## src/rtl/matmul_pkg.sv

```systemverilog
// Shared types and helpers for the matrix-multiply memory sequencer.
package matmul_pkg;

   localparam int unsigned DEF_DW = 32;
   localparam int unsigned DEF_AW = 7;

   typedef enum logic [1:0] {IDLE, MAC, WRITE, DONE} state_t;

   // Row-major word address of element (row, col) in an n x n matrix.
   function automatic int unsigned rc_addr(input int unsigned row, input int unsigned col,
                                           input int unsigned n);
      return row * n + col;
   endfunction

   // Counter width that still holds n-1; never zero so N=1 stays legal.
   function automatic int unsigned cnt_width(input int unsigned n);
      return (n > 1) ? $clog2(n) : 1;
   endfunction

endpackage

```

## src/rtl/matmul_idx_counter.sv

```systemverilog
// Nested i/j/k index counter: k steps inside a dot product, (i,j) steps per result element.
module matmul_idx_counter
   import matmul_pkg::*;
#(
   parameter int unsigned N  = 3,
   parameter int unsigned CW = cnt_width(N)
) (
   input  logic          clk,
   input  logic          rst,
   input  logic          clear,
   input  logic          step_k,
   input  logic          step_ij,
   output logic [CW-1:0] i,
   output logic [CW-1:0] j,
   output logic [CW-1:0] k,
   output logic          k_last,
   output logic          ij_last
);

   localparam logic [CW-1:0] LAST = CW'(N - 1);

   assign k_last  = (k == LAST);
   assign ij_last = (i == LAST) && (j == LAST);

   always_ff @(posedge clk or posedge rst) begin
      if (rst) begin
         i <= '0;
         j <= '0;
         k <= '0;
      end else if (clear) begin
         i <= '0;
         j <= '0;
         k <= '0;
      end else begin
         if (step_k) begin
            k <= k + CW'(1);
         end
         if (step_ij) begin
            k <= '0;
            if (j != LAST) begin
               j <= j + CW'(1);
            end else begin
               j <= '0;
               // Wrapping after the final element leaves the addresses at 0 for IDLE.
               i <= (i != LAST) ? i + CW'(1) : '0;
            end
         end
      end
   end

endmodule

```

## src/rtl/matmul_mem_ctrl.sv

```systemverilog
// Sequencer for C = A x B over row-major NxN matrices in word-addressed memories.
module matmul_mem_ctrl
   import matmul_pkg::*;
#(
   parameter int unsigned N  = 3,
   parameter int unsigned DW = DEF_DW,
   parameter int unsigned AW = DEF_AW
) (
   input  logic          clk,
   input  logic          rst,
   input  logic          start,
   output logic          busy,
   output logic          done,
   output logic [AW-1:0] a_addr,
   input  logic [DW-1:0] a_data,
   output logic [AW-1:0] b_addr,
   input  logic [DW-1:0] b_data,
   output logic [AW-1:0] c_addr,
   output logic [DW-1:0] c_data,
   output logic          c_we
);

   localparam int unsigned CW = cnt_width(N);

   state_t        state;
   logic [DW-1:0] acc;
   logic [DW-1:0] prod;
   logic [CW-1:0] i, j, k;
   logic          k_last, ij_last;
   logic          clear, step_k, step_ij;

   assign prod    = a_data * b_data;
   assign clear   = (state == IDLE) && start;
   assign step_k  = (state == MAC) && !k_last;
   assign step_ij = (state == WRITE);

   matmul_idx_counter #(
      .N  (N),
      .CW (CW)
   ) u_idx (
      .clk     (clk),
      .rst     (rst),
      .clear   (clear),
      .step_k  (step_k),
      .step_ij (step_ij),
      .i       (i),
      .j       (j),
      .k       (k),
      .k_last  (k_last),
      .ij_last (ij_last)
   );

   assign a_addr = (state == MAC)   ? AW'(rc_addr(32'(i), 32'(k), N)) : '0;
   assign b_addr = (state == MAC)   ? AW'(rc_addr(32'(k), 32'(j), N)) : '0;
   assign c_addr = (state == WRITE) ? AW'(rc_addr(32'(i), 32'(j), N)) : '0;
   assign c_data = c_we ? acc : '0;

   // busy/done/c_we are registered alongside the state so they align with it exactly.
   always_ff @(posedge clk or posedge rst) begin
      if (rst) begin
         state <= IDLE;
         acc   <= '0;
         busy  <= 1'b0;
         done  <= 1'b0;
         c_we  <= 1'b0;
      end else begin
         unique case (state)
            IDLE: begin
               done <= 1'b0;
               if (start) begin
                  acc   <= '0;
                  busy  <= 1'b1;
                  state <= MAC;
               end
            end
            MAC: begin
               acc <= acc + prod;
               if (k_last) begin
                  c_we  <= 1'b1;
                  state <= WRITE;
               end
            end
            WRITE: begin
               acc  <= '0;
               c_we <= 1'b0;
               if (ij_last) begin
                  busy  <= 1'b0;
                  done  <= 1'b1;
                  state <= DONE;
               end else begin
                  state <= MAC;
               end
            end
            DONE: begin
               done  <= 1'b0;
               state <= IDLE;
            end
            default: state <= IDLE;
         endcase
      end
   end

endmodule

```

## config.mk

```make
export PLATFORM = sky130hd
export DESIGN_NAME = matmul_mem_ctrl
export DESIGN_NICKNAME = d
export VERILOG_FILES = /design/src/rtl/matmul_pkg.sv /design/src/rtl/matmul_idx_counter.sv /design/src/rtl/matmul_mem_ctrl.sv
export SDC_FILE = /design/constraint.sdc
export NUM_CORES = 1
export LEC_CHECK = 0
export CAP_MARGIN = 15
export CELL_PAD_IN_SITES_DETAIL_PLACEMENT = 1
export CELL_PAD_IN_SITES_GLOBAL_PLACEMENT = 1
export CORE_ASPECT_RATIO = 0.9
export CORE_MARGIN = 2
export CORE_UTILIZATION = 53
export DETAILED_ROUTE_END_ITERATION = 10
export PLACE_DENSITY_LB_ADDON = 0.1
export SYNTH_ARGS = -nofsm -noshare
export SYNTH_HDL_FRONTEND = slang
export SYNTH_HIERARCHICAL = 1
export SYNTH_SLANG_ARGS = --single-unit
```

## constraint.sdc

```tcl
create_clock -name clk -period 11.65 [get_ports clk]
set_input_delay 1.7475 -clock clk [delete_from_list [all_inputs] [get_ports clk]]
set_output_delay 1.7475 -clock clk [all_outputs]
set_load 0.01 [all_outputs]
```

==> impl_metrics.tcl, run 1 <==
set metrics [dict create \
    status "complete, no violations" \
    syn_avg_cell_area_um2 9.13 \
    cp-end-kind "register" \
    clock_path_buffers 2 \
    hold_depth 2 \
    antenna_found_initial 0 \
    remaining_drc_errors 0 \
    r2r-start "acc[22]" \
    hold_end "acc[6]" \
    slew_headroom_pct 19.8 \
    synth_top_cell_area_share_pct 46.2 \
    overflow 0 \
    grt_usage_pct 31.9 \
    crit_arrival_ns 9.56 \
    period_share_pct 80.5 \
    synth_edf_count 0 \
    finalMaxSlewViolations 0 \
    place_congestion 0.872 \
    crit_path_start_kind "input pin" \
    yosysTopAreaCell "fa_1" \
    h-tree-depth 2 \
    worstPathRequired_ns 11.84 \
    post_cts_buffers 0 \
    synthArstFlopShare_pct 100 \
    setup-violations-final 0 \
    yosys_warnings 6 \
    drt_pass1_iterations 5 \
    synth-main-ff-cell "dfrtp_1" \
    grt_pass1_vias 16400 \
    syn_inst 2100 \
    synth.distinct_cells 61 \
    timing.rr.end "acc[30]" \
    wl_per_cell_um 21.7 \
    fillCellCount 4131 \
    tns_ns 0 \
    max_freq_ghz 0.107 \
    drt_iter0_markers 732 \
    syn_area_mm2 0.0192 \
    ctsResizeCount 0 \
    ys_seq_area_share_pct 5.61 \
    hold_viol_final 0 \
    core_mm2 0.0359 \
    critPathMaxFanout 25 \
    ys_ff_latch 43 \
    maxCapViolations 0 \
    rsz0062_at_grt "false" \
    ctsHoldBuffers 0 \
    die_w_um 204 \
    core.rowCount 66 \
    cts_buffers 5 \
    crit_type "in -> reg" \
    cts-root-buf "clkbuf_16" \
    cts.clk_slew.worst_paths_ns 0.07 \
    drive_gt1_share_pct 2.33 \
    wirelength_um 56700 \
    worstHoldPathType "reg -> reg" \
    avgViaCountPerCell 5.39 \
    finalCriticalPeriod_ns 9.38 \
    syn_to_final_growth_pct 8.50 \
    num_vias 14100 \
    fin_worst_skew_ns 0.00290 \
    ant_nets 0 \
    worst_pin_slew_ns 1.20 \
    die_area_mm2 0.0377 \
    dp_hpwl_um 45700 \
    final_net_count 2788 \
    grt_max_degree 42 \
    port_buffers 115 \
    min_from "acc[6]" \
    ys_top_cells_by_area "fa_1, and2_1, inv_1, ha_1, dfrtp_1" \
    cts_sinks 43 \
    die_y_um 184 \
    initial_core_util_pct 53.4 \
    r2r_slack_ns 4.63 \
    grt_pass1_wl_um 91300 \
    ios 123 \
    worstSkewPairLatency_ns 0.29 \
    cts_tree "built" \
    reg2regPathDepth 24 \
]
-- through the flow --
stage / utilization (%) / instances / worst slack [ns] / cell area (um^2) / hold WS [ns]
after CTS: 57.9 / 2619 / 2.26 / 20800 / 0.509
final: 57.9 / 2620 / 2.27 / 20800 / 0.500
after global routing: 57.9 / 2619 / 1.99 / 20800 / 0.554
after floorplan: - / 2106 / 3.32 / 19200 / 0.457
after global placement: 57.5 / 2611 / 2.24 / 20600 / 0.482
after detailed placement: 57.5 / 2611 / 1.95 / 20600 / 0.494
-- metal layers --
metal	vias to the layer above	track usage (%)	part of all wire, %
met5	-	0	0
met4	0	7.74	2.6
met3	73	2.58	4.4
met2	363	55.5	50
met1	7546	43.6	43
li1	6128	-	-
-- worst max path at each step --
stage	slack, ns	end	startpoint
finish	2.27	acc[30]	b_data[7]
global route	1.99	acc[30]	b_data[7]
CTS	2.26	acc[30]	b_data[7]
detailed placement	1.95	acc[30]	b_data[7]
global placement	2.24	acc[30]	b_data[6]
floorplan	3.32	acc[30]	b_data[2]
-- layout by cell type (no fill, tap or decap), types with 3 or more instances in the layout --
cell type	synthesis	routed
inv_1	506	506
fa_1	442	442
and2_1	354	354
nand2_1	239	239
ha_1	137	137
clkdlybuf4s50_1	0	113
xnor2_1	73	73
dfrtp_1	43	43
a21oi_1	26	26
a22o_1	23	23
nor2_1	20	20
buf_4	7	20
o21ai_0	19	19
xor2_1	18	18
nand2b_1	8	8
a21o_1	7	7
conb_1	1	7
o21a_1	6	6
nor3_1	6	6
nor2b_1	5	5
clkbuf_16	0	5
a211oi_1	4	4
o21bai_1	4	4
nand3_1	3	3
a31oi_1	3	3
and3_1	3	3
-- kinds of logic after synthesis --
logic type	after synthesis	synth area share, %
adders and majority gates	579	55.1
DFF	43	5.61
AOI/OAI and AO/OA	117	4.68
buffers and inverters	612	12.2
xor gates and xnor gates	91	4.16
and+or+nand+nor	654	18.1
muxes	3	0.170
other	1	0.0196
-- final cells by class --
| class | count | area [um^2] | area share [%] |
|---|---|---|---|
| inverters | 506 | 1900 | 9.13 |
| diodes | 1 | 2.50 | 0.0120 |
| clock inverters | 2 | 16.3 | 0.0782 |
| well taps | 476 | 596 | 2.86 |
| repair buffers | 135 | 1290 | 6.21 |
| flip-flops and latches | 43 | 1080 | 5.17 |
| multi-input cells | 1451 | 15800 | 75.9 |
| clock buffers | 6 | 139 | 0.668 |
-- flip-flops by register name, summed over array words and instances (netlist names) --
register and flops:
acc 32, busy 1, c_we 1, done 1, state 2, u_idx/i 2, u_idx/j 2, u_idx/k 2
-- worst max-delay path, stage by stage --
cell and delay [ns]:
clkdlybuf4s50_1 1.06, and2_1 0.49, fa_1 0.47, fa_1 0.50
fa_1 0.54, inv_1 0.06, fa_1 0.47, inv_1 0.05
fa_1 0.48, fa_1 0.51, fa_1 0.51, inv_1 0.06
fa_1 0.48, inv_1 0.04, ha_1 0.37, and4_4 0.27
and3_4 0.18, a32oi_2 0.17, nand2_2 0.10, o41ai_4 0.38
o21ai_2 0.13, a31oi_1 0.20, xnor2_1 0.09, a22o_1 0.19
-- synthesized netlist by cell type (7+ instances only) --
master and instances:
nand2_1 239, clkbuf_1 92, ha_1 137, a21o_1 7, nand2b_1 8, o21ai_0 19, xor2_1 18, fa_1 442
dfrtp_1 43, a22o_1 23, buf_4 7, xnor2_1 73, nor2_1 20, a21oi_1 26, inv_1 506, and2_1 354
Power of run 1 is left out: the tool's default activity adds up to more than one toggle a clock period on the data nets, which glitch-free logic cannot reach.
==> run 2: changes to the inputs <==
Settings changed: CORE_UTILIZATION 53 to 49.
Clock period 11.65 ns to 9.05 ns, I/O delays scaled along.
==> run 2 against run 1 <==
Compared with the run above: register-to-register slack worse by 2.5 ns; die area grew 8.0%; sequential cell count stayed put; non-clock buffer count is 48 higher; wire length increased by 1.1%; global-route usage fell by 1.7 points; first-iteration DRC count decreased by 14%; count of clock-buffer cells in the layout down 1; utilization fell by 2.6 points; worst setup slack got worse by 1.8 ns; hold slack better by 0.0018 ns.
==> impl_metrics.tcl, run 2 (synthesized netlist as in run 1, its figures left out) <==
set metrics [dict create \
    wl_per_cell_um 21.1 \
    num_vias 14100 \
    post_cts_buffers 0 \
    initial_core_util_pct 49.9 \
    antenna_found_initial 0 \
    layout_commonest_cell "inv_1" \
    wirelength_um 57400 \
    core_mm2 0.0385 \
    cts-root-buf "clkbuf_16" \
    cp_slowest_stage_delay_ns 0.96 \
    cts.clk_slew.worst_paths_ns 0.07 \
    port_buffers 115 \
    placedCellCount 2708 \
    top_register "acc" \
    hold_depth 1 \
    clock_path_buffers 2 \
    cts_buffers 5 \
    syn_to_final_growth_pct 10.9 \
    ctsResizeCount 0 \
    core.rowCount 68 \
    crit_path_start_kind "input pin" \
    n_antenna_cell 0 \
    timing.rr.end "acc[30]" \
    reg2regPathDepth 22 \
    overflow 0 \
    grt_pass1_vias 16300 \
    cts_sinks 43 \
    r2r_slack_ns 2.15 \
    rsz0062_at_grt "false" \
    slew_headroom_pct 31.7 \
    finalMaxSlewViolations 0 \
    drive_gt1_share_pct 4.38 \
    worstSkewPairLatency_ns 0.29 \
    ant_nets 0 \
    min_from "done" \
    crit_slowest_cell "clkdlybuf4s50_1" \
    max_freq_ghz 0.117 \
    hold_end "done" \
    dp_hpwl_um 50300 \
    crit_chain "clkdlybuf4s50_1 -> buf_4 -> and2_1 -> fa_1 -> fa_1 -> fa_1 -> fa_1 -> ha_1 -> ha_1 -> inv_1 -> fa_1 -> fa_1 -> inv_1 -> ha_1 -> o211ai_1 -> a21oi_1 -> a21oi_1 -> o21bai_1 -> a21o_1 -> nand2_1 -> a21oi_1 -> xor2_1 -> a22o_1" \
    ctsHoldBuffers 0 \
    largest_reg_flops 32 \
    avgViaCountPerCell 5.19 \
    finalCriticalPeriod_ns 8.55 \
    crit_arrival_ns 8.79 \
    cp_common_cell "fa_1" \
    worst_pin_slew_ns 1.02 \
    die_w_um 213 \
    r2r-start "acc[19]" \
    crit_type "in -> reg" \
    ios 123 \
    drt_pass1_iterations 5 \
    cp-end-kind "register" \
    setup-violations-final 0 \
    final_net_count 2836 \
    worstPathRequired_ns 9.28 \
    grt_usage_pct 30.2 \
    instances_no_fill 2716 \
    place_congestion 0.887 \
    maxCapViolations 0 \
    drt_iter0_markers 627 \
    h-tree-depth 2 \
    tns_ns 0 \
    die_area_mm2 0.0407 \
    die_y_um 192 \
    worstHoldPathType "reg -> reg" \
    holdWs_ns 0.502 \
    fin_worst_skew_ns 0.00861 \
    cts_tree "built" \
    grt_pass1_wl_um 92700 \
    critPathMaxFanout 12 \
    remaining_drc_errors 0 \
    period_share_pct 94.5 \
    hold_viol_final 0 \
    status "complete, no violations" \
    final_cell_mix "inv_1, fa_1, and2_1" \
    grt_max_degree 42 \
]
## run 2: cell count changes in the layout (fill, tap and decap cells not counted)
cell,previous run,this run
clkinv_4,1,0
buf_2,2,0
diode_2,1,0
buf_12,0,1
clkdlybuf4s50_1,113,115
bufinv_16,0,1
buf_4,20,67
inv_6,0,1
clkbuf_8,1,0
## run 2: worst max-delay path: cells and delay by family
family	cells	cell delay (ns)
and+or+nand+nor	2	0.24
xor gates and xnor gates	1	0.31
adders and majority gates	9	3.90
buffers and inverters	4	1.53
AOI/OAI and AO/OA	7	1.43
## run 2: layout make-up
cell class              count  area [um^2]
multi-input cells        1451        15800
clock buffers               5          125
inverters                 506         1900
clock inverters             3         46.3
flip-flops and latches     43         1080
fillers                  4442        17200
repair buffers            183         1670
well taps                 525          657
## run 2: worst max path at each step
stage / slack (ns) / startpoint / cells past startpoint / to
after global routing: 0.19 / a_data[4] / 25 / acc[22]
after detailed placement: 0.24 / b_data[3] / 24 / acc[30]
final: 0.50 / a_data[4] / 23 / acc[22]
after floorplan: 1.11 / b_data[2] / 27 / acc[30]
after global placement: 0.36 / a_data[4] / 24 / acc[31]
after CTS: 0.55 / b_data[3] / 24 / acc[30]
## run 2: stage by stage
stage                     setup WS [ns]  area [um^2]  util [%]
final                             0.496        21300      55.3
after global routing              0.193        21300      55.3
after CTS                         0.547        21300      55.3
after detailed placement          0.243        21100      54.8
after global placement            0.356        21100      54.8
after floorplan                    1.11        19200         -
## run 2: metal layers
metal  wire (um)  share of wire [%]  vias to the layer above  global-route usage, %
met3        2340                4.1                       68                   3.14
met4        1210                2.1                        0                   6.05
met5           0                  0                        -                      0
li1            -                  -                     6232                      -
met1       26500                 46                     7492                   43.9
met2       27300                 48                      303                   49.3
Power of run 2 is left out for the same reason.
==> run 3: changes to the inputs <==
Settings changed: CORE_MARGIN 2 to unset.
==> run 3 against run 2 <==
Compared with the run above: register-to-register slack got worse by 0.07 ns; sequential cell count unchanged; global-route usage increased by 0.32 points; hold slack improved by 0.014 ns; wire length decreased by 1.2%; utilization about the same; critical path depth increased by 3; non-clock buffer count decreased by 2; cell area about the same; highest routed layer is now met5; fmax decreased by 1.4%; largest cell class unchanged; worst setup slack got worse by 0.12 ns.
==> impl_metrics.tcl, run 3 (synthesized netlist as in run 1, its figures left out) <==
set metrics [dict create \
    worst_pin_slew_ns 0.937 \
    h-tree-depth 2 \
    die_y_um 190 \
    hold_depth 2 \
    num_vias 14100 \
    cp_common_cell "fa_1" \
    antenna_found_initial 3 \
    layout_commonest_cell "inv_1" \
    crit_type "in -> reg" \
    critPathMaxFanout 12 \
    core.rowCount 68 \
    finalMaxSlewViolations 0 \
    cts_tree "built" \
    cp_slowest_stage_delay_ns 0.82 \
    final_cell_mix "inv_1, fa_1, and2_1" \
    core_mm2 0.0385 \
    path_delay_family "adder cells" \
    drt_pass1_iterations 5 \
    crit_path_start_kind "input pin" \
    remaining_drc_errors 0 \
    top_register "acc" \
    ctsHoldBuffers 0 \
    cts_sinks 43 \
    setup-violations-final 0 \
    cp-end-kind "register" \
    status "complete, no violations" \
    tns_ns 0 \
    crit_slowest_cell "clkdlybuf4s50_1" \
    grt_usage_pct 30.5 \
    r2r_slack_ns 2.08 \
    largest_reg_flops 32 \
    cp_num_buf_inv 8 \
    worstPathRequired_ns 9.22 \
    fin_util_pct 55.3 \
    die_area_mm2 0.0399 \
    rsz0062_at_grt "false" \
    period_share_pct 95.9 \
    fin_worst_skew_ns 0.0105 \
    wl_per_cell_um 20.9 \
    dp_hpwl_um 49900 \
    cts_buffers 5 \
    place_congestion 0.855 \
    cts-root-buf "clkbuf_16" \
    final_net_count 2834 \
    post_cts_buffers 0 \
    hold_viol_final 0 \
    max_freq_ghz 0.115 \
    worstSkewPairLatency_ns 0.30 \
    drive_gt1_share_pct 4.29 \
    grt_max_degree 42 \
    slew_headroom_pct 37.5 \
    ios 123 \
    port_buffers 115 \
    crit_cells 26 \
    maxCapViolations 0 \
    overflow 0 \
    initial_core_util_pct 49.9 \
    drt_iter0_markers 753 \
    worstHoldPathType "reg -> reg" \
    grt_pass1_wl_um 92700 \
    die_w_um 211 \
    syn_to_final_growth_pct 10.8 \
    crit_arrival_ns 8.85 \
    fillCellCount 4507 \
    finalCriticalPeriod_ns 8.68 \
    cts.clk_slew.worst_paths_ns 0.07 \
    placed_cell_area_mm2 0.0211 \
    reg2regPathDepth 23 \
    clock_path_buffers 2 \
    wirelength_um 56700 \
    ant_nets 0 \
    holdWs_ns 0.516 \
    ctsResizeCount 0 \
    avgViaCountPerCell 5.18 \
    postLayoutCellArea_mm2 0.0212 \
    grt_pass1_vias 16400 \
]
-- run 3: final cells by class --
class | count | area [um^2] | area share (%)
inverters | 506 | 1900 | 8.94
well taps | 525 | 657 | 3.09
repair buffers | 181 | 1660 | 7.81
clock inverters | 3 | 47.5 | 0.224
flip-flops and latches | 43 | 1080 | 5.06
clock buffers | 5 | 125 | 0.589
multi-input cells | 1451 | 15800 | 74.3
diodes | 1 | 2.50 | 0.0118
-- run 3: worst paths after layout --
| kind | startpoint | endpoint |
|---|---|---|
| min in group asynchronous | rst | u_idx/j[0] |
| worst min-delay path | acc[2] | acc[2] |
| worst max register to register | acc[18] | acc[31] |
| max in group asynchronous | rst | acc[13] |
| worst max-delay path | b_data[4] | acc[31] |
| worst min register to register | acc[2] | acc[2] |
-- run 3: per-stage QoR --
stage / instances / worst slack, ns
floorplan: 2106 / 1.11
global placement: 2706 / 0.353
detailed placement: 2706 / 0.137
CTS: 2714 / 0.412
global route: 2714 / 0.175
finish: 2715 / 0.373
-- run 3: tightest hold or removal path, stage by stage, from the launching register on --
cell and delay (ns):
dfrtp_1 0.37, nand2_1 0.05, o21ai_0 0.06
-- run 3: routing by layer --
layer	share of wire (%)	routed length (um)	GRT usage, %	vias up
met3	4.5	2570	3.00	44
met1	46	26100	44.5	7478
li1	-	-	-	6222
met2	48	27200	50.3	309
met4	1.4	813	4.63	2
met5	0.023	13	0	-
Power of run 3 is left out for the same reason.
